$ cat config.mk
export PLATFORM = sky130hd
export DESIGN_NAME = coarse_seq_flat
export DESIGN_NICKNAME = d
export VERILOG_FILES = /design/src/rtl/coarse_pkg.sv /design/src/rtl/coarse_seq_if.sv /design/src/rtl/coarse_dc_decode.sv /design/src/rtl/coarse_seq.sv /design/src/flat_wrapper.sv
export SDC_FILE = /design/constraint.sdc
export NUM_CORES = 1
export LEC_CHECK = 0
export ABC_AREA = 1
export CORE_MARGIN = 2
export CORE_UTILIZATION = 40
export DETAILED_ROUTE_END_ITERATION = 12
export MAX_ROUTING_LAYER = met4
export PLACE_DENSITY = 0.7
export RECOVER_POWER = 100
export SLEW_MARGIN = 20
export SYNTH_ARGS = -nofsm -noshare
export SYNTH_HDL_FRONTEND = slang
export SYNTH_SLANG_ARGS = --single-unit
export TNS_END_PERCENT = 5
$ cat constraint.sdc
create_clock -name clk -period 2.9 [get_ports clk]
set_input_delay 0.87 -clock clk [delete_from_list [all_inputs] [get_ports clk]]
set_output_delay 0.87 -clock clk [all_outputs]
set_load 0.02 [all_outputs]
$ cat src/rtl/coarse_pkg.sv
// Shared types and constants for the coarse resolver sequencer: state encoding,
// fault codes, counter width and the octant-to-switch-drive table.
package coarse_pkg;

  localparam int CNT_W = 15;

  typedef enum logic [2:0] {
    ST_IDLE,
    ST_SETTLE,
    ST_SAMPLE,
    ST_STEP,
    ST_FLIP,
    ST_NULL,
    ST_HALT
  } state_e;

  localparam logic [1:0] FAULT_NONE    = 2'b00;
  localparam logic [1:0] FAULT_TIMEOUT = 2'b01;
  localparam logic [1:0] FAULT_AMBIG   = 2'b10;

  // Sine + cosine drive pair per octant; bit 0 = DC1 ... bit 7 = DC8.
  localparam logic [7:0] OCT_DC [8] = '{
    8'h14, 8'h28, 8'h22, 8'h11, 8'h41, 8'h82, 8'h88, 8'h44
  };

endpackage

$ cat src/rtl/coarse_seq_if.sv
// Control/status bundle between the coarse sequencer (slave) and its driver (master).
interface coarse_seq_if;
  import coarse_pkg::*;

  logic             enable;
  logic             load;
  logic [CNT_W-1:0] load_val;
  logic             ref_zc;
  logic             _TLC1H;
  logic             err_pos;
  logic             _ADHI;
  logic             fine_up;
  logic             fine_dn;
  logic [11:0]      dc;
  logic [CNT_W-1:0] cnt;
  logic             busy;
  logic             coarse_ok;
  logic [1:0]       fault;

  modport master (
    output enable, load, load_val, ref_zc, _TLC1H, err_pos, _ADHI, fine_up, fine_dn,
    input  dc, cnt, busy, coarse_ok, fault
  );

  modport slave (
    input  enable, load, load_val, ref_zc, _TLC1H, err_pos, _ADHI, fine_up, fine_dn,
    output dc, cnt, busy, coarse_ok, fault
  );

endinterface

$ cat src/rtl/coarse_dc_decode.sv
// Registered decode of the counter's top seven bits into the twelve switch drives,
// plus a one-cycle flag whenever the registered drive pattern changes.
module coarse_dc_decode
  import coarse_pkg::*;
(
  input  logic        clk,
  input  logic        rst,
  input  logic [6:0]  cnt_hi_i,
  output logic [11:0] dc_o,
  output logic        chg_o
);

  logic [11:0] dc_d, dc_q;
  logic        chg_q;
  logic [3:0]  fine_bits;

  // cnt[11] lands on DC9 (bit 8), cnt[8] on DC12 (bit 11).
  for (genvar gi = 0; gi < 4; gi++) begin : g_fine
    assign fine_bits[gi] = cnt_hi_i[3 - gi];
  end

  assign dc_d = {fine_bits, OCT_DC[cnt_hi_i[6:4]]};

  always_ff @(posedge clk or posedge rst) begin
    if (rst) begin
      dc_q  <= {4'b0000, OCT_DC[0]};
      chg_q <= 1'b0;
    end else begin
      dc_q  <= dc_d;
      chg_q <= (dc_d != dc_q);
    end
  end

  assign dc_o  = dc_q;
  assign chg_o = chg_q;

endmodule

$ cat src/rtl/coarse_seq.sv
// Coarse resolver sequencer: steps the CDU read counter until the coarse error nulls.
// Define COARSE_BINARY_SEARCH_EN to halve the step size on each error-sign reversal.
module coarse_seq
  import coarse_pkg::*;
#(
  parameter int SETTLE_CYCLES = 16,
  parameter int STEP_LOG2     = 6,
  parameter int MAX_STEPS     = 512,
  parameter int MAX_FLIPS     = 2
) (
  input logic         clk,
  input logic         rst,
  coarse_seq_if.slave bus
);

  localparam int TW = $clog2(SETTLE_CYCLES + 1);
  localparam int SW = $clog2(MAX_STEPS + 1);
  localparam int FW = $clog2(MAX_FLIPS + 2);
  localparam logic [CNT_W-1:0] HALF_TURN = CNT_W'(1) << (CNT_W - 1);

  state_e           state_q, state_d;
  logic [CNT_W-1:0] cnt_q, cnt_d, coarse_delta, step_mag;
  logic [TW-1:0]    timer_q, timer_d;
  logic [SW-1:0]    step_cnt_q, step_cnt_d;
  logic [FW-1:0]    flip_cnt_q, flip_cnt_d;
  logic [1:0]       fault_q, fault_d;
  logic             enable_q;
  logic [11:0]      dc;
  logic             dc_chg, en_rise, sampling, step_last, flip_over;
  logic             busy, coarse_ok;

  assign en_rise   = bus.enable && !enable_q;
  assign sampling  = bus.ref_zc && (timer_q == '0);
  assign step_last = (step_cnt_q == SW'(MAX_STEPS - 1));
  assign flip_over = (flip_cnt_q == FW'(MAX_FLIPS));

  coarse_dc_decode u_dec (
    .clk      (clk),
    .rst      (rst),
    .cnt_hi_i (cnt_q[CNT_W-1:8]),
    .dc_o     (dc),
    .chg_o    (dc_chg)
  );

  always_ff @(posedge clk or posedge rst) begin
    if (rst) state_q <= ST_IDLE;
    else     state_q <= state_d;
  end

  always_comb begin
    state_d = state_q;
    case (state_q)
      ST_IDLE:   if (en_rise) state_d = ST_SETTLE;
      ST_SETTLE: if (timer_q == '0) state_d = ST_SAMPLE;
      ST_SAMPLE: if (sampling) begin
        if (bus._TLC1H)    state_d = ST_STEP;
        else if (bus._ADHI) state_d = ST_FLIP;
        else                state_d = ST_NULL;
      end
      ST_STEP:   state_d = step_last ? ST_HALT : ST_SETTLE;
      ST_FLIP:   state_d = flip_over ? ST_HALT : ST_SETTLE;
      ST_NULL:   if (bus.ref_zc && bus._TLC1H) state_d = ST_STEP;
      ST_HALT:   state_d = ST_HALT;
      default:   state_d = ST_IDLE;
    endcase
    // HALT is left only through enable low, so a load does not restart it.
    if (bus.load && state_q != ST_IDLE && state_q != ST_HALT) state_d = ST_SETTLE;
    if (!bus.enable) state_d = ST_IDLE;
  end

  always_comb begin
    busy      = !(state_q == ST_IDLE || state_q == ST_NULL);
    coarse_ok = (state_q == ST_NULL);
  end

`ifdef COARSE_BINARY_SEARCH_EN
  localparam int HW = $clog2(STEP_LOG2 + 2);
  logic [HW-1:0] shift_q, shift_d;
  logic          last_pos_q, have_last_q;

  // shift_d is the exponent used by the step in flight.
  always_comb begin
    shift_d = shift_q;
    if (have_last_q && (bus.err_pos != last_pos_q) && (shift_q != '0))
      shift_d = shift_q - HW'(1);
    step_mag = CNT_W'(1) << shift_d;
  end

  always_ff @(posedge clk or posedge rst) begin
    if (rst) begin
      shift_q     <= HW'(STEP_LOG2);
      last_pos_q  <= 1'b0;
      have_last_q <= 1'b0;
    end else if (state_q == ST_IDLE || state_q == ST_FLIP || bus.load) begin
      shift_q     <= HW'(STEP_LOG2);
      have_last_q <= 1'b0;
    end else if (state_q == ST_STEP) begin
      shift_q     <= shift_d;
      last_pos_q  <= bus.err_pos;
      have_last_q <= 1'b1;
    end
  end
`else
  assign step_mag = CNT_W'(1) << STEP_LOG2;
`endif

  always_comb begin
    coarse_delta = '0;
    if (state_q == ST_STEP)
      coarse_delta = bus.err_pos ? step_mag : (CNT_W'(0) - step_mag);
    else if (state_q == ST_FLIP && !flip_over)
      coarse_delta = HALF_TURN;
    cnt_d = bus.load ? bus.load_val
                     : cnt_q + coarse_delta + CNT_W'(bus.fine_up) - CNT_W'(bus.fine_dn);
  end

  always_comb begin
    step_cnt_d = step_cnt_q;
    flip_cnt_d = flip_cnt_q;
    fault_d    = fault_q;
    case (state_q)
      ST_IDLE: begin
        step_cnt_d = '0;
        flip_cnt_d = '0;
      end
      ST_NULL: step_cnt_d = '0;
      ST_STEP: begin
        step_cnt_d = step_cnt_q + SW'(1);
        if (step_last) fault_d = FAULT_TIMEOUT;
      end
      ST_FLIP: begin
        if (flip_over) fault_d = FAULT_AMBIG;
        else           flip_cnt_d = flip_cnt_q + FW'(1);
      end
      default: ;
    endcase
    if (bus.load) begin
      step_cnt_d = '0;
      flip_cnt_d = '0;
    end
    if (!bus.enable) fault_d = FAULT_NONE;
  end

  // Settling restarts on any drive change and on every entry into SETTLE.
  always_comb begin
    timer_d = timer_q;
    if (dc_chg || (state_d == ST_SETTLE && state_q != ST_SETTLE))
      timer_d = TW'(SETTLE_CYCLES);
    else if (timer_q != '0)
      timer_d = timer_q - TW'(1);
  end

  always_ff @(posedge clk or posedge rst) begin
    if (rst) begin
      cnt_q      <= '0;
      timer_q    <= '0;
      step_cnt_q <= '0;
      flip_cnt_q <= '0;
      fault_q    <= FAULT_NONE;
      enable_q   <= 1'b0;
    end else begin
      cnt_q      <= cnt_d;
      timer_q    <= timer_d;
      step_cnt_q <= step_cnt_d;
      flip_cnt_q <= flip_cnt_d;
      fault_q    <= fault_d;
      enable_q   <= bus.enable;
    end
  end

  assign bus.cnt       = cnt_q;
  assign bus.dc        = dc;
  assign bus.busy      = busy;
  assign bus.coarse_ok = coarse_ok;
  assign bus.fault     = fault_q;

endmodule

$ cat src/flat_wrapper.sv
// flat-port wrapper written by rule: the top's interface ports become plain ports
module coarse_seq_flat import coarse_pkg::*;
#(
  parameter int SETTLE_CYCLES = 16,
  parameter int STEP_LOG2     = 6,
  parameter int MAX_STEPS     = 512,
  parameter int MAX_FLIPS     = 2
)
  (clk, rst, bus_enable, bus_load, bus_load_val, bus_ref_zc, bus__TLC1H, bus_err_pos, bus__ADHI, bus_fine_up, bus_fine_dn, bus_dc, bus_cnt, bus_busy, bus_coarse_ok, bus_fault);
  coarse_seq_if bus_i ();
  input logic clk;
  input logic rst;
  input wire logic [$bits(bus_i.enable)-1:0] bus_enable;
  input wire logic [$bits(bus_i.load)-1:0] bus_load;
  input wire logic [$bits(bus_i.load_val)-1:0] bus_load_val;
  input wire logic [$bits(bus_i.ref_zc)-1:0] bus_ref_zc;
  input wire logic [$bits(bus_i._TLC1H)-1:0] bus__TLC1H;
  input wire logic [$bits(bus_i.err_pos)-1:0] bus_err_pos;
  input wire logic [$bits(bus_i._ADHI)-1:0] bus__ADHI;
  input wire logic [$bits(bus_i.fine_up)-1:0] bus_fine_up;
  input wire logic [$bits(bus_i.fine_dn)-1:0] bus_fine_dn;
  output wire logic [$bits(bus_i.dc)-1:0] bus_dc;
  output wire logic [$bits(bus_i.cnt)-1:0] bus_cnt;
  output wire logic [$bits(bus_i.busy)-1:0] bus_busy;
  output wire logic [$bits(bus_i.coarse_ok)-1:0] bus_coarse_ok;
  output wire logic [$bits(bus_i.fault)-1:0] bus_fault;
  assign bus_i.enable = bus_enable;
  assign bus_i.load = bus_load;
  assign bus_i.load_val = bus_load_val;
  assign bus_i.ref_zc = bus_ref_zc;
  assign bus_i._TLC1H = bus__TLC1H;
  assign bus_i.err_pos = bus_err_pos;
  assign bus_i._ADHI = bus__ADHI;
  assign bus_i.fine_up = bus_fine_up;
  assign bus_i.fine_dn = bus_fine_dn;
  assign bus_dc = bus_i.dc;
  assign bus_cnt = bus_i.cnt;
  assign bus_busy = bus_i.busy;
  assign bus_coarse_ok = bus_i.coarse_ok;
  assign bus_fault = bus_i.fault;
  coarse_seq #(.SETTLE_CYCLES(SETTLE_CYCLES), .STEP_LOG2(STEP_LOG2), .MAX_STEPS(MAX_STEPS), .MAX_FLIPS(MAX_FLIPS)) u_core (.clk(clk), .rst(rst), .bus(bus_i));
endmodule
* Word-level counts from Yosys, hierarchy flattened *
Memories as Yosys holds them, arrays and structs flattened.
Index checks and enable logic that the tools add are counted.

operators by class
  reduce and logical (&&, ||, !) cells = 22
  add/subtract/negate cells = 6
  $lt $le $gt $ge = 1
  bitwise logic cells = 1
  equality and inequality tests = 16
  mux-type cells = 28

operators by type and width
  operator                                         number
  two-way mux 15 bit                               4
  two-way mux 3 bit                                9
  one-hot mux 3 bit (7 select lines)               1
  one-hot mux 10 bit (2 select lines)              1
  two-way mux 8 bit                                2
  adder 15 x 1 -> 15 bit                           1
  adder 15 bit                                     1
  subtractor 15 x 1 -> 15 bit                      1
  != test 12 bit                                   1
  adder 10 x 1 -> 10 bit (second input constant)   1
  == test 10 x 9 -> 1 bit (second input constant)  1
  two-way mux 10 bit                               1
  two-way mux 2 bit                                5
  two-way mux 5 bit                                2
  == test 3 bit (second input constant)            3
  nonzero test 3 bit                               3
  one-hot mux 2 bit (2 select lines)               2
  logical AND 1 bit                                7
  == test 3 x 1 -> 1 bit (second input constant)   2
  == test 3 x 2 -> 1 bit (second input constant)   2
  != test 3 x 1 -> 1 bit (second input constant)   2
  != test 3 x 2 -> 1 bit (second input constant)   2
  != test 3 bit (second input constant)            2
  zero test 5 bit                                  1
  other kinds (14)                                 17

storage, ports and cells
  memories kept = 1
  register bits = 51
  input port bits = 25
  memory bits (read-only) = 64

memory list
  memory           depth  bits a word  read ports  clocked after memory_dff  wr ports  RTL line                source
  (no name shown)  8      8            1           0                         0         coarse_dc_decode.sv:22  assign dc_d = {fine_bits, OCT_DC[cnt_hi_i[6:4]]};

* Logic depth before layout (Yosys ltp) *
Gate-level depths: netlist of the first run.

  depth after elaboration = 10
  depth in mapped cells = 16

* Modules after synthesis *
A second synthesis of the first run with hierarchy kept.

second synthesis, totals
  cells, all modules = 508
  area total of the unflattened synthesis = 3632.2 um2

by module, submodules not included
  module            area each (um2)  times used  seq. area each (um2)  cells each
  coarse_seq        2920.3           1           950.9                 416
  coarse_dc_decode  711.9            1           327.8                 92

* Worst setup path after synthesis of the first run *
No wires, ideal clock.

  path kind = input-to-reg
  from = input bus_fine_dn
  to = register u_core.cnt_q[8] (netlist: u_core.bus.cnt[8])
  setup slack = 163 ps
  arrival = 2614 ps
  data required time = 2777 ps
  stages = 10
  path through = ha_1 inv_1 ha_1 inv_1 fa_1 o31ai_1 a21oi_1 and2_1 o21ai_0 nand2_1

on the way
  word-level cells in the longest chain between the ends = 2

RTL lines
  element                      RTL line            source
  from (decl)                  flat_wrapper.sv:21  input wire logic [$bits(bus_i.fine_dn)-1:0] bus_fine_dn;
  subtractor 15 x 1 -> 15 bit  coarse_seq.sv:114   : cnt_q + coarse_delta + CNT_W'(bus.fine_up) - CNT_W'(bus.fine_dn);
  two-way mux 15 bit           coarse_seq.sv:113   cnt_d = bus.load ? bus.load_val
  named net u_core.cnt_d[8]    coarse_seq.sv:22    logic [CNT_W-1:0] cnt_q, cnt_d, coarse_delta, step_mag;
  to (signal assigned)         coarse_seq.sv:162   cnt_q <= cnt_d;
  to (decl)                    coarse_seq.sv:22

The timed path passes the listed nets, and every way through them passes these cells.
A chain may end at the register's enable or synchronous reset.

* Final worst setup path of the first run *
  from = input bus_err_pos
  to = register u_core.cnt_q[10] (netlist: u_core.bus.cnt[10])

on the way
  word-level cells in the longest chain between the ends = 6

RTL lines
  element                      RTL line            source
  from (decl)                  flat_wrapper.sv:18  input wire logic [$bits(bus_i.err_pos)-1:0] bus_err_pos;
  two-way mux 15 bit           coarse_seq.sv:110   coarse_delta = bus.err_pos ? step_mag : (CNT_W'(0) - step_mag);
  two-way mux 15 bit           coarse_seq.sv:109   if (state_q == ST_STEP)
  adder 15 bit                 coarse_seq.sv:114
  adder 15 x 1 -> 15 bit       coarse_seq.sv:114
  subtractor 15 x 1 -> 15 bit  coarse_seq.sv:114
  two-way mux 15 bit           coarse_seq.sv:113
  named net u_core.cnt_d[10]   coarse_seq.sv:22

The timed path passes the listed nets, and every way through them passes these cells.

==> results of run 1 <==
==> worst paths after layout <==
check	slack [ps]	depth (start not counted)	to
setup / recovery	70	12	u_core.bus.cnt[10]
hold / removal	470	2	u_core.timer_q[4]
setup reg to reg	380	12	u_core.bus.cnt[10]
hold reg to reg	470	2	u_core.timer_q[4]
max in group asynchronous	720	3	u_core.bus.cnt[6]
min in group asynchronous	1420	3	u_core.u_dec.dc_o[10]
==> worst register-to-register path: stages (launching register included) <==
cell and delay [ps]:
dfrtp_1 510, nand3_4 160, or2_4 290, ha_1 300, inv_2 50, ha_4 240
a21oi_2 160, nor2_1 60, nor2_2 170, nand3_2 90, or2_2 280, nand3_1 70
nand2_1 50
==> through the flow <==
step,std cells,TNS [ps],setup slack [ps]
detailed placement,643,-2311,-359.0
global route,651,-123.0,-52.43
CTS,651,0,8.910
finish,651,0,69.99
global placement,643,-1977,-321.7
floorplan,473,0,162.6
==> cell type report <==
cell class              count  area [sq um]
fillers                   850          4161
repair buffers             72         678.2
multi-input cells         323          1963
clock inverters             2         12.51
clock buffers               6         72.57
flip-flops and latches     51          1279
well taps                 108         135.1
inverters                  89         334.1
==> cells in the final DEF, fill, tap and decap left out, types with 2 or more instances in the layout <==
cell              n
o22ai_1           2
xor2_1           17
clkbuf_8          5
a21oi_1          27
dfrtp_1          49
nand2_1          91
xnor2_1           2
ha_4              4
o21ai_1           4
nand3_2           3
clkdlybuf4s50_1  20
dfstp_2           2
nand2_2           3
dlygate4sd3_1    34
nor2_2            5
o31ai_1           3
or2_2             2
nand4_1           8
ha_1             27
inv_1            87
nor2_1           44
nand3_1          29
nor3_2            3
o21ai_0          26
nor3_1            6
buf_4            16
==> power by group through the flow <==
stage / logic, W / registers [W] / clock network [W]
2_1_floorplan: 0.00161 / 0.00120 / 0
3_3_place_gp: 0.00262 / 0.00108 / 0
3_5_place_dp: 0.00265 / 0.00108 / 0
4_1_cts: 0.00268 / 0.00107 / 0.000423
5_1_grt: 0.00315 / 0.00109 / 0.000455
6_report: 0.00283 / 0.00105 / 0.000404
==> kinds of logic (layout without fill, tap and decap cells) <==
kind of cell,Yosys count,count (layout),synth area share (%)
buffers and inverters,99,169,11.02
DFF,51,51,36.22
adders and majority gates,32,32,11.55
xor gates and xnor gates,19,19,4.713
AOI/OAI and AO/OA,72,72,11.38
and+or+nand+nor,200,200,25.12
==> repair_timing <==
item,in CTS,in global routing
pin swaps,0,4
hold endpoints to repair,0,0
resized for setup,2,20
setup endpoints to repair,2,7
==> cell usage after synthesis, types with 3 or more instances <==
library cell	count	area share [%]
xor2_1	17	4.2
nand3_1	30	4.3
clkbuf_1	4	0.43
dfrtp_1	49	35
o31ai_1	5	1.1
nor3_1	8	1.1
ha_1	31	11
nand2_1	93	9.9
o21ai_0	28	4.0
buf_4	4	0.85
nand4_1	8	1.4
nor2_2	3	0.53
a21oi_1	28	4.0
nor2_1	46	4.9
inv_1	89	9.5
==> routing by layer <==
metal | vias to the layer above | routed length, microns | GRT usage (%)
li1 | 1642 | - | -
met2 | 51 | 3907 | 29.50
met4 | 0 | 41 | 3.205
met3 | 2 | 232 | 3.006
met1 | 1496 | 3597 | 21.20
met5 | - | 0 | -
==> registers in the layout, indices dropped and copies added, names as in the netlist <==
register / cells
u_core.u_dec.dc_o: 12
u_core.bus.cnt: 15
u_core.state_q: 3
u_core.enable_q: 1
u_core.flip_cnt_q: 2
u_core.timer_q: 5
u_core.u_dec.chg_o: 1
u_core.bus.fault: 2
u_core.step_cnt_q: 10
==> summary.md, run 1 <==
| Metric | Value |
|---|---|
| CP peak stage delay | 400 ps |
| Synth Cell Area | 0.003531 sq mm |
| RSZ-0062 raised after global routing | yes |
| Internal Power | about 0.0023 W |
| Antenna-violating nets left | 0 |
| Worst path buffer plus inverter count | 2 |
| Mean post-synth cell area | 7.465 sq um |
| Share of cells above drive strength 1 | 10.31% |
| Ports | 56 |
| Final HPWL DP | 6.095 mm |
| Design Area, Final | 0.004474 sq mm |
| DRT Pass-1 Iters | 4 |
| Grt ovf | 0 |
| Hold Startpoint | u_core.u_dec.chg_o |
| Status | finished clean |
| Clk pwr share | 9.4% |
| Syn_nets | 530 |
| H-tree level count | 2 |
| Max Cap Violations | 0 |
| Final period util | 97.59% |
| Initial Utilization | just over 40% |
| CP cell instances | clkdlybuf4s50_1, or2_4, ha_1, inv_2, ha_4, a21oi_2, nor2_1, nor2_2, nand3_2, or2_2, nand3_1, nand2_1 |
| Vias/cell | just under 5 |
| Avg WL per Cell | about 12 microns |
| Post-CTS Setup Bufs | 0 |
| Port Buffers | 55 |
| CTS sink cnt | 51 |
| Combinational power share | around two thirds |
| Switching Share | 46.54% |
| Fin util | 51.81% |
| PwrDens | 958.0 mW/mm^2 |
| Slowest CP cell | clkdlybuf4s50_1 |
| Unique cell type count in the Yosys netlist | 38 |
| Register share of total power | 24.6% |
| Worst-path clk slew | 90 ps |
| DP Area | 0.004302 sq mm |
| Skew-Pair Late Insertion Delay | 300 ps |
| Cell row count | 34 |
| Crit-path max FO | 6 |
| Worst hold path class | reg -> reg |
| Ant. Diodes | 0 |
| Slew margin rel. | about 16% |
| Crit Path Class | in -> reg |
| Hold Vio Cnt, Final | 0 |
| Max-slew violations | 0 |
| DRC violations left | 0 |
| Fmax | 353.4 MHz |
| Detailed Route Iter0 Violations | between 100 and 150 |
| Final nets | around 600 |
| Leak Pwr | 2.337 nW |
| Min Tclk post-route | 2830 ps |
| Register area share after synthesis | 36.22% |
| Largest net degree at the start of global routing | 52 |
| DRT Wirelength | approximately 7.8 mm |
| Cells after Synth | 473 |
| Post-synth EDFFs | 0 |
| Die Y | 97.96 microns |
| Crit. End Element | flip-flop |
| # hold bufs at CTS | 0 |
| Arrival @ worst endpoint | between 3000 and 4000 ps |
| Net switching power | 0.001995 W |
| Async S/R FF share, synth | 100.0% |
| WHS | 467.2 ps |
| Routability cong. | 0.9006 |
| Antenna violations before repair | 0 |
| Setup Viol. Count Final | 0 |
| Total CTS buffers | 5 |
| CP top delay family | simple AND/OR/NAND/NOR gates |
| GRT Util Overall | 17.09% |
| Origin of the critical flop-to-flop path | u_core.state_q[0] |
| Core Area | ~0.0086 sq mm |
| Root Buffer | clkbuf_8 |
| Area delta synth->final | 26.72% |
| Vias | ~3200 |
| Vias in the first global route | 3066 |
| Global-route wire length before repair | 13.38 mm |
| Worst Tran Pin Value | 1258 ps |
| Yosys warns | 0 |
| Clock Skew | just over 7 ps |
| Die X | 97.96 microns |
| CTS max path bufs | 2 |
| Worst EP required | ~3100 ps |
| Maximum vdd drop | 370.9 uV |
| Number of synthesized register bits | 51 |
| CTS tree | built |
| Crit path from | bus_err_pos |
| Total Power | 0.004286 W |
| CP startpoint kind | input port |
| Die area | between 0.009 and 0.01 sq mm |
| Top_reg_cell synth | dfrtp_1 |
Power figures use the tool's default switching activity.
==> run 2: changes to the inputs <==
- GPL_ROUTABILITY_DRIVEN: default -> 0
- SLEW_MARGIN: 20 -> default
==> summary.md, run 2 (synthesis gave the netlist of run 1 again) <==
| Metric | Value |
|---|---|
| Ant. Diodes | 0 (unchanged) |
| Antenna-violating nets left | 0 (unchanged) |
| Grt ovf | 0 (unchanged) |
| Maximum vdd drop | 486.4 uV (+31%) |
| GRT Util Overall | 17.04% (-0.054 points) |
| Fmax | 351.9 MHz (-0.42%) |
| Worst setup margin | 58.00 ps (-12.00 ps) |
| Place WS | -389.6 ps (-30.62 ps) |
| Die Y | 97.96 microns (unchanged) |
| DP Area | 0.004317 sq mm (+0.35%) |
| Share of cells above drive strength 1 | 11.93% (+1.6 points) |
| Area delta synth->final | 28.63% |
| Layout Cells excl Fill | 653 (+0.31%) |
| Number of fill cells in the layout | 823 (-3.2%) |
| Core Area | 0.008636 sq mm (unchanged) |
| Max-slew violations | 0 (unchanged) |
| Crit Path Class | in -> reg |
| Total CTS buffers | 5 (unchanged) |
| Vias in the first global route | 3032 (-1.1%) |
| Port Buffers | 55 (unchanged) |
| Final HPWL DP | 6.164 mm (+1.1%) |
| Vias/cell | 4.896 (-0.12%) |
| DRT Wirelength | 8.182 mm (+5.2%) |
| DRT Pass-1 Iters | 5 (+1) |
| Arrival @ worst endpoint | 3070 ps (+40 ps) |
| Largest register FFs | 15 (unchanged) |
| Hold Vio Cnt, Final | 0 (unchanged) |
| Crit. End Element | flip-flop |
| Final period util | 98.00% (+0.41 points) |
| PwrDens | 1005 mW/mm^2 (+4.9%) |
| Root Buffer | clkbuf_8 |
| Design Area, Final | 0.004542 sq mm (+1.5%) |
| Clock Skew | 7.484 ps (+0.3756 ps) |
| Cell row count | 34 (unchanged) |
| Crit-path max FO | 6 (unchanged) |
| Avg WL per Cell | 12.53 microns (+4.9%) |
| CTS tree | built |
| Status | finished clean |
| Setup Viol. Count Final | 0 (unchanged) |
| Register area | 0.001279 sq mm (unchanged) |
| Worst EP required | 3130 ps (+30 ps) |
| Worst-path clk slew | 90 ps (about the same) |
| H-tree level count | 2 (unchanged) |
| CTS max path bufs | 2 (unchanged) |
| Placed insts | 645 (+0.31%) |
| Die area | 0.009595 sq mm (unchanged) |
| Max Cap Violations | 0 (unchanged) |
| DRC violations left | 0 (unchanged) |
| Multi-input gate area | 0.002016 sq mm (+2.7%) |
| RSZ-0062 raised after global routing | yes |
| Fin util | 52.59% (+0.78 points) |
| Die X | 97.96 microns (unchanged) |
| Ports | 56 (unchanged) |
| Leak Pwr | 2.308 nW (-1.3%) |
| Vias | 3197 (+0.19%) |
| Min Tclk post-route | 2842 ps (+12.00 ps) |
| Detailed Route Iter0 Violations | 110 (+8.9%) |
| Skew-Pair Late Insertion Delay | 300 ps (about the same) |
| Largest net degree at the start of global routing | 31 (-40%) |
| Initial Utilization | 40.89% (unchanged) |
| Most frequent cells in the layout | 90 x nand2_1, 88 x inv_1, 52 x clkdlybuf4s50_1 |
| Global-route wire length before repair | 13.44 mm (+0.46%) |
| Worst Tran Pin Value | 846.3 ps (-412.2 ps) |
| Slew margin rel. | 43.52% (+27 points) |
| R2R Setup Slk | 350 ps (-30 ps) |
| CP startpoint kind | input port |
| Antenna violations before repair | 0 (unchanged) |
| Worst hold path class | reg -> reg |
| Commonest non-fill, non-tap cell in the layout | nand2_1 |
| CTS sink cnt | 51 (unchanged) |
| Final nets | 601 (+0.33%) |
[run 2: power breakdown]
part	internal [W]	switching, W
registers	0.000893	0.000168
clock network	0.000169	0.000239
logic	0.00139	0.00170
total	0.00246	0.00211
[run 2: stage by stage]
| stage | TNS, ps | hold WS (ps) | power, W |
|---|---|---|---|
| floorplan | 0 | 411.5 | 0.002809 |
| global placement | -2200 | 433.4 | 0.003723 |
| detailed placement | -2496 | 449.4 | 0.003767 |
| CTS | -22.51 | 472.3 | 0.004257 |
| global route | -81.50 | 499.4 | 0.004936 |
| finish | 0 | 469.6 | 0.004565 |
[run 2: final timing paths]
| check | startpoint | endpoint | cells after the start |
|---|---|---|---|
| worst max-delay path | bus_err_pos | u_core.bus.cnt[14] | 13 |
| worst min-delay path | u_core.u_dec.chg_o | u_core.timer_q[4] | 2 |
| worst max register to register | u_core.state_q[0] | u_core.bus.cnt[14] | 13 |
| worst min register to register | u_core.u_dec.chg_o | u_core.timer_q[4] | 2 |
| max in group asynchronous | rst | u_core.bus.cnt[6] | 3 |
| min in group asynchronous | rst | u_core.u_dec.dc_o[10] | 2 |
[run 2: cell type report]
| cell class | count | area share, % |
|---|---|---|
| Multi-Input combinational cell | 323 | 44.38 |
| Inverter | 89 | 7.355 |
| Timing Repair Buffer | 74 | 15.26 |
| Clock buffer | 6 | 1.598 |
| Clock inverter | 2 | 0.2755 |
| Tap cell | 108 | 2.975 |
| Sequential cell | 51 | 28.15 |
[run 2: what timing repair did]
action | in CTS | in global routing
buffers inserted | 0 | 0
setup endpoints to repair | 5 | 8
pin swaps | 0 | 6
hold buffers | 0 | 0
resized for setup | 4 | 22
[run 2: critical path, stage by stage]
cell             delay [ps]
clkdlybuf4s50_1         420
or2_4                   280
buf_4                   160
ha_1                    280
inv_1                    60
ha_4                    280
buf_4                   110
nand2_1                  80
nor3_2                  200
nor2_1                   80
nand3_1                  90
nand2_1                  50
o21ai_1                 120
[run 2: routing by layer]
metal	wire (microns)	track usage (%)
met1	3715	21.92
met2	4119	28.98
met3	278	2.649
met4	68	2.778
met5	0	-
==> run 3: changes to the inputs <==
- ABC_AREA: 1 -> default
- ABC_CLOCK_PERIOD_IN_PS: default -> 2900
- GPL_TIMING_DRIVEN: default -> 0
- PLACE_DENSITY: 0.7 -> 0.71
==> summary.md, run 3 <==
| Metric | Value |
|---|---|
| Commonest non-fill, non-tap cell in the layout | dfrtp_1 |
| Vias | 2948 (-7.8%) |
| Die area | 0.009307 sq mm (-3.0%) |
| Most used cell, CP | ha_4 |
| CP startpoint kind | input port |
| GRT Util Overall | 17.84% (+0.80 points) |
| Ant. Diodes | 0 (unchanged) |
| Share of cells above drive strength 1 | 13.85% (+1.9 points) |
| Crit path capture | u_core.bus.cnt[13] |
| Met1 WL | 3.579 mm (-3.7%) |
| CP peak stage delay | 330 ps (-90 ps) |
| Most frequent cells after synthesis | 49 x dfrtp_1, 40 x inv_1, 33 x nand2_1, 31 x ha_1, 22 x nor2_1 |
| Crit Path Class | in -> reg |
| Root Buffer | clkbuf_8 |
| Largest net degree at the start of global routing | 40 (+29%) |
| H-tree level count | 2 (unchanged) |
| Cells on worst reg2reg path | 12 (-1) |
| Crit path from | bus_err_pos |
| Most common cell in the netlist | dfrtp_1 |
| R2R Setup Slk | 20 ps (-330 ps) |
| Antenna violations before repair | 0 (unchanged) |
| Final period util | 99.50% (+1.5 points) |
| Ports | 56 (unchanged) |
| CTS tree | built |
| Yosys warns | 0 (unchanged) |
| Most frequent cells in the layout | 49 x dfrtp_1, 38 x inv_1, 33 x nand2_1 |
| Max-slew violations | 0 (unchanged) |
| Final nets | 511 (-15%) |
| Register area share after synthesis | 37.38% (+1.2 points) |
| Final HPWL DP | 5.726 mm (-7.1%) |
| Detailed Route Iter0 Violations | 66 (-40%) |
| DRT Pass-1 Iters | 4 (-1) |
| Min Tclk post-route | 2885 ps (+43.48 ps) |
| R2r endpoint | u_core.bus.cnt[13] |
| Number of fill cells in the layout | 735 (-11%) |
| Post-synth EDFFs | 0 (unchanged) |
| CTS sink cnt | 51 (unchanged) |
| Global-route wire length before repair | 12.72 mm (-5.3%) |
| Syn_nets | 436 (-18%) |
| Antenna-violating nets left | 0 (unchanged) |
| Top_reg_cell synth | dfrtp_1 |
| Cell row count | 33 (-2.9%) |
| Status | finished clean |
| Hold Vio Cnt, Final | 0 (unchanged) |
| Maximum vdd drop | 463.9 uV (-4.6%) |
| Worst EP required | 3130 ps (about the same) |
| Leak Pwr | 2.022 nW (-12%) |
| DR top layer | met4 |
| Area delta synth->final | 29.63% |
| Initial Utilization | 41.42% (+0.54 points) |
| Clock Skew | 12.86 ps (+5.380 ps) |
| Wire length on met2 | 3.871 mm (-6.0%) |
| Vias in the first global route | 2888 (-4.7%) |
| Vias/cell | 5.264 (+7.5%) |
| PwrDens | 987.8 mW/mm^2 (-1.7%) |
| Async S/R FF share, synth | 100.0% (unchanged) |
| Grt ovf | 0 (unchanged) |
| CP cell instances | dlygate4sd2_1, or2_4, buf_6, ha_4, inv_2, ha_4, or3_4, o311a_1, o21a_1, o31ai_1 |
| Origin of the critical flop-to-flop path | u_core.state_q[2] |
| Number of synthesized register bits | 51 (unchanged) |
| Largest register FFs | 15 (unchanged) |
| RSZ-0062 raised after global routing | yes |
| Arrival @ worst endpoint | 3110 ps (+40 ps) |
| Skew-Pair Late Insertion Delay | 320 ps (+20 ps) |
| Avg WL per Cell | 14.19 microns (+13%) |
| Total CTS buffers | 5 (unchanged) |
| Synth Cell Area | 0.003421 sq mm (-3.1%) |
| Cell taking the most area after synthesis | dfrtp_1 |
| Worst Tran Pin Value | 996.6 ps (+150.3 ps) |
| CTS max path bufs | 2 (unchanged) |
| # hold bufs at CTS | 0 (unchanged) |
| Slew margin rel. | 33.56% (-10 points) |
| Fmax | 346.6 MHz (-1.5%) |
| DRT Wirelength | 7.947 mm (-2.9%) |
| Crit-path max FO | 4 (-2) |
| Max Cap Violations | 0 (unchanged) |
| WL met3 | 400 microns (+44%) |
| Dominant cells by area after synthesis | dfrtp_1 36%, ha_1 11%, inv_1 4.4%, nand2_1 3.6%, xnor2_1 2.8% |
| Die X | 96.48 microns (-1.5%) |
| Cells after Synth | 379 (-20%) |
| Final setup TNS | 0 ps (unchanged) |
| Crit. End Element | flip-flop |
| Slowest CP cell | or3_4 |
| Worst hold path class | reg -> reg |
| DRC violations left | 0 (unchanged) |
| Worst-path clk slew | 110 ps (+20 ps) |
| Port Buffers | 55 (unchanged) |
| Synth top area share | 35.84% (+1.1 points) |
| Unique cell type count in the Yosys netlist | 60 (+58%) |
| Mean post-synth cell area | 9.026 sq um (+21%) |
| Die Y | 96.48 microns (-1.5%) |
| Core Area | 0.008258 sq mm (-4.4%) |
| Setup Viol. Count Final | 0 (unchanged) |
| Total Power | 0.004380 W (-4.0%) |
-- run 3: worst min path at each step --
stage / from / endpoint / slack, ps / cells after the start
finish: u_core.bus.cnt[11] / u_core.u_dec.dc_o[8] / 460 / 0
global route: u_core.bus.cnt[10] / u_core.u_dec.dc_o[9] / 480 / 0
CTS: u_core.bus.cnt[11] / u_core.u_dec.dc_o[8] / 460 / 0
detailed placement: u_core.bus.cnt[11] / u_core.u_dec.dc_o[8] / 440 / 0
global placement: u_core.bus.cnt[11] / u_core.u_dec.dc_o[8] / 430 / 0
floorplan: u_core.bus.cnt[9] / u_core.u_dec.dc_o[10] / 410 / 0
-- run 3: timing repair --
| item | in CTS | in global routing |
|---|---|---|
| gates resized for setup | 13 | 30 |
| buffers inserted | 6 | 6 |
| endpoints found under the setup margin | 7 | 8 |
| hold endpoints to repair | 0 | 0 |
| cloned | 0 | 0 |
| pin swaps | 11 | 22 |
-- run 3: final cells by class --
cell class / instances / area (sq um) / share of cell area (%)
plain buffers: 15 / 77.57 / 1.749
clock buffers: 5 / 68.82 / 1.552
clock inverters: 3 / 28.78 / 0.6490
inverters: 41 / 158.9 / 3.584
multi-input cells: 272 / 2056 / 46.36
flip-flops and latches: 51 / 1279 / 28.84
well taps: 105 / 131.4 / 2.963
repair buffers: 68 / 634.4 / 14.31
-- run 3: critical path, delay by kind of cell --
| family | cells | cell delay [ps] |
|---|---|---|
| AO/OA/AOI/OAI | 3 | 750 |
| AND/OR/NAND/NOR | 2 | 620 |
| buffers and inverters | 3 | 440 |
| adder cells (fa/ha/maj) | 2 | 420 |
-- run 3: logic make-up (layout without fill, tap and decap cells) --
| group | after synthesis | in the layout | share of synthesized area (%) |
|---|---|---|---|
| flip-flops | 51 | 51 | 37.38 |
| AO/OA/AOI/OAI | 95 | 95 | 18.11 |
| multiplexers | 8 | 8 | 2.597 |
| XOR/XNOR | 21 | 21 | 5.377 |
| adder cells (fa/ha/maj) | 32 | 32 | 11.92 |
| buffers and inverters | 56 | 132 | 6.657 |
| AND/OR/NAND/NOR | 116 | 116 | 17.96 |
-- run 3: stage by stage --
step	util (%)	area, sq um	instances	setup WS (ps)	hold WS, ps
after global placement	49.71	4105	539	-679.5	432.3
final	53.70	4434	560	14.52	455.4
after detailed placement	49.95	4125	540	-704.6	435.4
after floorplan	-	3423	379	0.8682	411.8
after global routing	53.70	4434	560	-86.20	482.2
after CTS	52.02	4295	554	-66.40	463.9
-- run 3: power breakdown --
group / total, W / internal (W) / switching [W]
Clock: 0.000464 / 0.000180 / 0.000284
Sequential: 0.00105 / 0.000902 / 0.000152
Combinational: 0.00286 / 0.00139 / 0.00147
-- run 3: metal layers --
| layer | global-route usage [%] | vias up |
|---|---|---|
| li1 | - | 1468 |
| met1 | 21.71 | 1407 |
| met2 | 30.03 | 63 |
| met3 | 3.957 | 10 |
| met4 | 4.812 | 0 |
| met5 | - | - |
